### src/rtl/daq_result_fifo.sv
// Captures tagged per-channel count results on READY rising edges into one shared FWFT FIFO.
// Optional macro DAQ_RESULT_TIMESTAMP_EN stores a 32-bit capture timestamp per entry (O_TSTAMP).
module daq_result_fifo #(
    parameter int CNT_W      = 32,
    parameter int DEPTH      = 16,
    parameter int IRQ_THRESH = 8
) (
    input  logic                         s00_axi_aclk,
    input  logic                         s00_axi_aresetn,
    input  logic [CNT_W-1:0]             I_CNT_0,
    input  logic                         I_READY_0,
    input  logic                         I_OVERFLOW_0,
    input  logic [CNT_W-1:0]             I_CNT_1,
    input  logic                         I_READY_1,
    input  logic                         I_OVERFLOW_1,
    input  logic                         I_CLR,
    input  logic                         I_POP,
    output logic [CNT_W+1:0]             O_DATA,
    output logic                         O_VALID,
    output logic                         O_EMPTY,
    output logic                         O_FULL,
    output logic [$clog2(DEPTH):0]       O_LEVEL,
    output logic [15:0]                  O_DROP_CNT,
`ifdef DAQ_RESULT_TIMESTAMP_EN
    output logic [31:0]                  O_TSTAMP,
`endif
    output logic                         O_IRQ
);

    localparam int AW = $clog2(DEPTH);
    localparam int LW = AW + 1;
    localparam int DW = CNT_W + 2;
`ifdef DAQ_RESULT_TIMESTAMP_EN
    localparam int EW = DW + 32;
`else
    localparam int EW = DW;
`endif

    logic             rdy_q0, rdy_q1;
    logic             pv0, pv1, po0, po1, prio1;
    logic [CNT_W-1:0] pc0, pc1;
    logic [AW:0]      wptr, rptr, wptr_n, rptr_n;
    logic [LW-1:0]    level_q, level_n;
    logic             empty_q, full_q, irq_q;
    logic [15:0]      drop_q;
    logic [EW-1:0]    mem [DEPTH];
    logic [EW-1:0]    wdata, head;

    logic rise0, rise1, gnt0, gnt1, wr_try, wr_ok, do_pop;
    logic drop_wr, ovr0, ovr1;
    logic [1:0]  n_drop;
    logic [16:0] drop_sum;

`ifdef DAQ_RESULT_TIMESTAMP_EN
    logic [31:0] ts_q, pt0, pt1;

    always_ff @(posedge s00_axi_aclk or negedge s00_axi_aresetn) begin
        if (!s00_axi_aresetn) begin
            ts_q <= '0;
            pt0  <= '0;
            pt1  <= '0;
        end else begin
            ts_q <= ts_q + 32'd1;
            if (rise0) pt0 <= ts_q;
            if (rise1) pt1 <= ts_q;
        end
    end

    assign wdata    = gnt1 ? {pt1, 1'b1, po1, pc1} : {pt0, 1'b0, po0, pc0};
    assign O_TSTAMP = empty_q ? '0 : head[EW-1:DW];
`else
    assign wdata = gnt1 ? {1'b1, po1, pc1} : {1'b0, po0, pc0};
`endif

    assign rise0 = I_READY_0 & ~rdy_q0;
    assign rise1 = I_READY_1 & ~rdy_q1;

    // Round-robin applies only under contention; prio1 remembers who waited.
    assign gnt0   = pv0 & (~pv1 | ~prio1);
    assign gnt1   = pv1 & (~pv0 | prio1);
    assign wr_try = gnt0 | gnt1;
    assign do_pop = I_POP & ~empty_q;
    assign wr_ok  = wr_try & (~full_q | do_pop);

    assign drop_wr  = wr_try & ~wr_ok;
    assign ovr0     = rise0 & pv0 & ~gnt0;
    assign ovr1     = rise1 & pv1 & ~gnt1;
    assign n_drop   = {1'b0, drop_wr} + {1'b0, ovr0} + {1'b0, ovr1};
    assign drop_sum = {1'b0, drop_q} + {15'd0, n_drop};

    assign wptr_n  = wptr + {{AW{1'b0}}, wr_ok};
    assign rptr_n  = rptr + {{AW{1'b0}}, do_pop};
    assign level_n = wptr_n - rptr_n;

    always_ff @(posedge s00_axi_aclk or negedge s00_axi_aresetn) begin
        if (!s00_axi_aresetn) begin
            rdy_q0  <= 1'b0;
            rdy_q1  <= 1'b0;
            pv0     <= 1'b0;
            pv1     <= 1'b0;
            po0     <= 1'b0;
            po1     <= 1'b0;
            pc0     <= '0;
            pc1     <= '0;
            prio1   <= 1'b0;
            wptr    <= '0;
            rptr    <= '0;
            level_q <= '0;
            empty_q <= 1'b1;
            full_q  <= 1'b0;
            irq_q   <= 1'b0;
            drop_q  <= '0;
        end else begin
            rdy_q0 <= I_READY_0;
            rdy_q1 <= I_READY_1;
            if (I_CLR) begin
                pv0     <= 1'b0;
                pv1     <= 1'b0;
                po0     <= 1'b0;
                po1     <= 1'b0;
                pc0     <= '0;
                pc1     <= '0;
                wptr    <= '0;
                rptr    <= '0;
                level_q <= '0;
                empty_q <= 1'b1;
                full_q  <= 1'b0;
                irq_q   <= 1'b0;
                drop_q  <= '0;
            end else begin
                wptr    <= wptr_n;
                rptr    <= rptr_n;
                level_q <= level_n;
                empty_q <= (level_n == '0);
                full_q  <= (level_n == LW'(DEPTH));
                irq_q   <= (level_n >= LW'(IRQ_THRESH));
                drop_q  <= drop_sum[16] ? 16'hFFFF : drop_sum[15:0];
                if (pv0 && pv1) prio1 <= gnt0;
                pv0 <= rise0 | (pv0 & ~gnt0);
                pv1 <= rise1 | (pv1 & ~gnt1);
                if (rise0) begin
                    pc0 <= I_CNT_0;
                    po0 <= I_OVERFLOW_0;
                end
                if (rise1) begin
                    pc1 <= I_CNT_1;
                    po1 <= I_OVERFLOW_1;
                end
            end
        end
    end

    always_ff @(posedge s00_axi_aclk) begin
        if (wr_ok && !I_CLR) mem[wptr[AW-1:0]] <= wdata;
    end

    assign head       = mem[rptr[AW-1:0]];
    assign O_DATA     = empty_q ? '0 : head[DW-1:0];
    assign O_VALID    = ~empty_q;
    assign O_EMPTY    = empty_q;
    assign O_FULL     = full_q;
    assign O_LEVEL    = level_q;
    assign O_DROP_CNT = drop_q;
    assign O_IRQ      = irq_q;

endmodule

### config.mk
export PLATFORM = sky130hd
export DESIGN_NAME = daq_result_fifo
export DESIGN_NICKNAME = d
export VERILOG_FILES = /design/src/rtl/daq_result_fifo.sv
export SDC_FILE = /design/constraint.sdc
export NUM_CORES = 1
export LEC_CHECK = 0
export ABC_CLOCK_PERIOD_IN_PS = 4900
export BUFFER_PORTS_ARGS = -buffer_cell sky130_fd_sc_hd__clkbuf_2
export CORE_UTILIZATION = 42
export DETAILED_ROUTE_END_ITERATION = 16
export PLACE_DENSITY = 0.65
export REMOVE_ABC_BUFFERS = 1
export SLEW_MARGIN = 20
export SYNTH_ARGS = -nofsm -noshare
export SYNTH_HDL_FRONTEND = slang
export SYNTH_SLANG_ARGS = --single-unit
export TNS_END_PERCENT = 10
### constraint.sdc
create_clock -name s00_axi_aclk -period 4.9 [get_ports s00_axi_aclk]
set_clock_uncertainty 0.15 [all_clocks]
set_input_delay 0.245 -clock s00_axi_aclk [delete_from_list [all_inputs] [get_ports s00_axi_aclk]]
set_output_delay 0.245 -clock s00_axi_aclk [all_outputs]
set_load 0.005 [all_outputs]
==> results.txt <==
- Result of the run: complete, no violations
- Clock tree synthesis selected as its root buffer the cell sky130_fd_sc_hd__clkbuf_16.
* Launching element type of the critical path: flip-flop
* Latest clock arrival within the worst-skew pair: about 0.6 ns
- Total clock sinks: roughly 650
* Clock-pin slew of the registers on the worst-case setup and hold paths: ~0.060 ns
* GR Util All Layers: 18.9%
- The count of final max-slew check failures came to 0.
* CP cell instances: buf_12, mux4_2, a22oi_1, a21oi_1, clkbuf_2
- Number of vias per cell: 5.57
- Power density of the placed cells: 414 nW/um2
* Launching point of the worst reg2reg path: rdy_q1
- The number of gates resized after CTS was 0.
- Final hold analysis gives a worst-case slack of approximately 0.10 ns.
- Final antenna-violating net count: 0
- Data arrival time of the worst path: 3.22 ns
- Sequential cell area fraction in the yosys report: around three quarters
- The die covers about 61000 um2.
* Max rail drop VDD: approximately 0.22 mV
- Relative to the synthesized area, the layout overhead comes to 17.9%.
* Maximum level of the CTS H-tree: 3
* Top fanout value on the critical path: 51
- Leakage power total: approximately 10 nW
- The worst setup path is captured at an output pin.
- Wires add up to about 56000 um.
- Of the cells placed in the final design, the portion with a size suffix greater than 1 is 26.7%.
- The slowest stage of the critical path is the sky130_fd_sc_hd__dfrtp_4 cell.
- Prior to clock tree synthesis, the placed netlist has a worst setup slack of 1.63 ns.
* Most common cell after layout, fill and taps aside: sky130_fd_sc_hd__edfxtp_1
* Category of cells accounting for the largest share of critical-path delay: flip-flops
- Cells fill between 50% and 60% of the core in the end.
- Core area: 59000 um2
- The number of clock buffers added by TritonCTS is 68.
- Number of placement rows: 89
- The worst setup path is of the reg -> out kind.
- Slew at the pin closest to its max-slew limit: between 1 and 1.5 ns
- After detailed routing, the average wire length per cell comes to between 20 and 25 um.
- The number of antenna violations at the first check in global routing came to 0.
- Input and output buffers added on the ports amount to between 100 and 150.
- The final number of hold-violating endpoints is 0.
- The first routing iteration left ~1000 violations.
- Measured against its own limit, the worst slew margin works out to around 29%.
* # Max-Cap Violations: 0
- Share of synthesized flip-flops with an asynchronous set or reset: approximately 16%
* Largest net degree at the start of global routing: between 60 and 70
- Post-route DRC violation count: 0
* Count of buffering cells on the critical path with inverters included: 2
- Post-CTS setup repair buffer count: 0
- The final layout contains 1610 nets.
- Top library cells by usage in the layout, fill and taps aside: 544 x sky130_fd_sc_hd__edfxtp_1, 136 x sky130_fd_sc_hd__mux4_2, 129 x sky130_fd_sc_hd__clkbuf_2
- The min-delay analysis places its worst path in the category in -> reg.
- For this run, the detailed router's first-pass iteration total came to 5.
- For flop-to-flop paths, the worst setup slack is approximately 1.6 ns.
- The congestion estimate from routability-driven global placement came to approximately 0.77.
- The final critical path takes up between 70% and 80% of the cycle.
- In this run the worst setup path begins at rptr[0].
* I/O Pins: between 100 and 150
- Netlist Area Pre-Place: around 25000 um2
- The repair_antennas step left the layout with diodes totalling 0.
* Fmax: around 280 MHz
- The completed layout was analyzed and its total power is ~12 mW.
- Fin worst setup slack: 1.29 ns
- Yosys warning count: 0
- EDFF count, synth: roughly 540
- Data on the critical path is required at its endpoint by 4.51 ns.
* Synth unique cells: between 40 and 50
* Synthesized instance count: 1300
- From left edge to right edge, the die measures between 200 and 250 um.
* Worst Min Path Start: I_POP
- Most used flip-flop cell after synthesis: sky130_fd_sc_hd__edfxtp_1
- Vias in the first global route: 13533
- The routed design could run at a clock period as short as between 3 and 4 ns.
* Wire length of the first global-routing pass: ~85000 um
* Chip height: 246 um
* Initial cell density of the core: between 40% and 50%
- Total grt overflow: 0
* Count of hold-fix buffers inserted at cts: between 60 and 70
* Clock Path Buffers: 3
- Total of fill cells in the finished design: 4756
- Critical path's largest stage delay: around 0.95 ns
* Flip-flop and latch count after synthesis: about 650
- Vias: between 10000 and 15000
* Per-instance average area after synthesis: ~19 um2
- Once detailed placement completed, the half-perimeter wirelength came to about 32000 um.
- TritonCTS built the clock tree.
- Setup violation total in the final timing report: 0
- Setup repair after global routing left no endpoint under its margin.
==> flip-flops by register name (all words and copies together), names as in the netlist <==
register / cells
po0: 1
wptr: 5
prio1: 1
rptr: 5
O_DROP_CNT: 16
po1: 1
O_FULL: 1
O_IRQ: 1
rdy_q0: 1
O_LEVEL: 5
O_EMPTY: 1
pv1: 1
pv0: 1
pc1: 32
mem: 544
pc0: 32
rdy_q1: 1
==> worst register-to-register path, delay by kind of cell, from the launching register on <==
family,cells,cell delay [ns]
compound gates,1,0.24
buf+inv,1,0.08
flops,1,0.35
fa+ha+maj,3,0.90
simple gates,6,1.51
==> worst paths after layout <==
| path | endpoint | cells after the start |
|---|---|---|
| worst max register to register | O_DROP_CNT[6] | 11 |
| worst max-delay path | O_DATA[3] | 5 |
| worst min register to register | pc1[5] | 1 |
| min in group asynchronous | pc0[30] | 2 |
| max in group asynchronous | rptr[2] | 3 |
| worst min-delay path | rptr[0] | 5 |
==> cells in the mapped netlist, types with 2 or more instances <==
cell	n	share of area [%]
sky130_fd_sc_hd__nor2b_1	7	0.17
sky130_fd_sc_hd__buf_4	2	0.060
sky130_fd_sc_hd__xor2_1	11	0.38
sky130_fd_sc_hd__nand4_1	2	0.050
sky130_fd_sc_hd__xnor2_1	11	0.38
sky130_fd_sc_hd__buf_1	9	0.13
sky130_fd_sc_hd__and2_1	4	0.10
sky130_fd_sc_hd__buf_2	16	0.32
sky130_fd_sc_hd__a21oi_1	53	1.1
sky130_fd_sc_hd__mux4_2	136	12
sky130_fd_sc_hd__inv_1	13	0.19
sky130_fd_sc_hd__a22o_1	66	2.3
sky130_fd_sc_hd__ha_1	10	0.50
sky130_fd_sc_hd__dfrtp_1	104	10
sky130_fd_sc_hd__a31oi_1	2	0.050
sky130_fd_sc_hd__clkbuf_1	43	0.64
sky130_fd_sc_hd__fa_1	2	0.16
sky130_fd_sc_hd__nand2_1	108	1.6
sky130_fd_sc_hd__edfxtp_1	544	65
sky130_fd_sc_hd__mux2i_1	2	0.080
sky130_fd_sc_hd__nand3_1	13	0.26
sky130_fd_sc_hd__nand2b_1	4	0.10
sky130_fd_sc_hd__buf_6	5	0.22
sky130_fd_sc_hd__and3_1	5	0.12
sky130_fd_sc_hd__or3_1	2	0.050
sky130_fd_sc_hd__nor3_1	8	0.16
sky130_fd_sc_hd__a22oi_1	68	2.0
sky130_fd_sc_hd__o21ai_0	2	0.040
sky130_fd_sc_hd__nor2_1	33	0.49
==> layout make-up <==
| cell class | count | area, um2 | area share (%) |
|---|---|---|---|
| flip-flops and latches | 649 | 19000 | 64.2 |
| multi-input cells | 561 | 5870 | 19.9 |
| clock buffers | 89 | 1840 | 6.23 |
| repair buffers | 232 | 1630 | 5.51 |
| well taps | 773 | 967 | 3.27 |
| clock inverters | 33 | 233 | 0.787 |
| inverters | 14 | 52.6 | 0.178 |
==> power breakdown <==
| part | internal (mW) | total [mW] | switching, mW |
|---|---|---|---|
| sequential | 6.07 | 6.16 | 0.0915 |
| clock | 2.76 | 4.83 | 2.06 |
| combinational | 0.594 | 1.25 | 0.655 |
==> per-layer routing <==
metal	up-vias	wire length, um	global-route usage [%]
li1	5707	-	-
met1	6981	26300	27.9
met2	338	26700	29.6
met3	77	2430	3.21
met4	0	882	4.25
met5	-	0	0
==> logic make-up (layout without fill, tap and decap cells) <==
kind of cell / count (synthesis) / in the layout / share of synthesized area [%]
multiplexers: 138 / 138 / 12.3
flip-flops: 649 / 649 / 75.6
buffers and inverters: 90 / 368 / 1.61
adder cells (fa/ha/maj): 13 / 13 / 0.699
AO/OA/AOI/OAI: 196 / 196 / 5.64
XOR/XNOR: 22 / 22 / 0.768
AND/OR/NAND/NOR: 192 / 192 / 3.36
==> metrics by stage <==
stage	cell area, um2	setup TNS [ns]	std cells
2_1_floorplan	24700	-82.00	1224
3_3_place_gp	26800	0	2160
3_5_place_dp	26800	0	2160
4_1_cts	29600	0	2351
5_1_grt	29600	0	2351
6_report	29600	0	2351
Note: power is estimated with default switching activity, not from simulation.
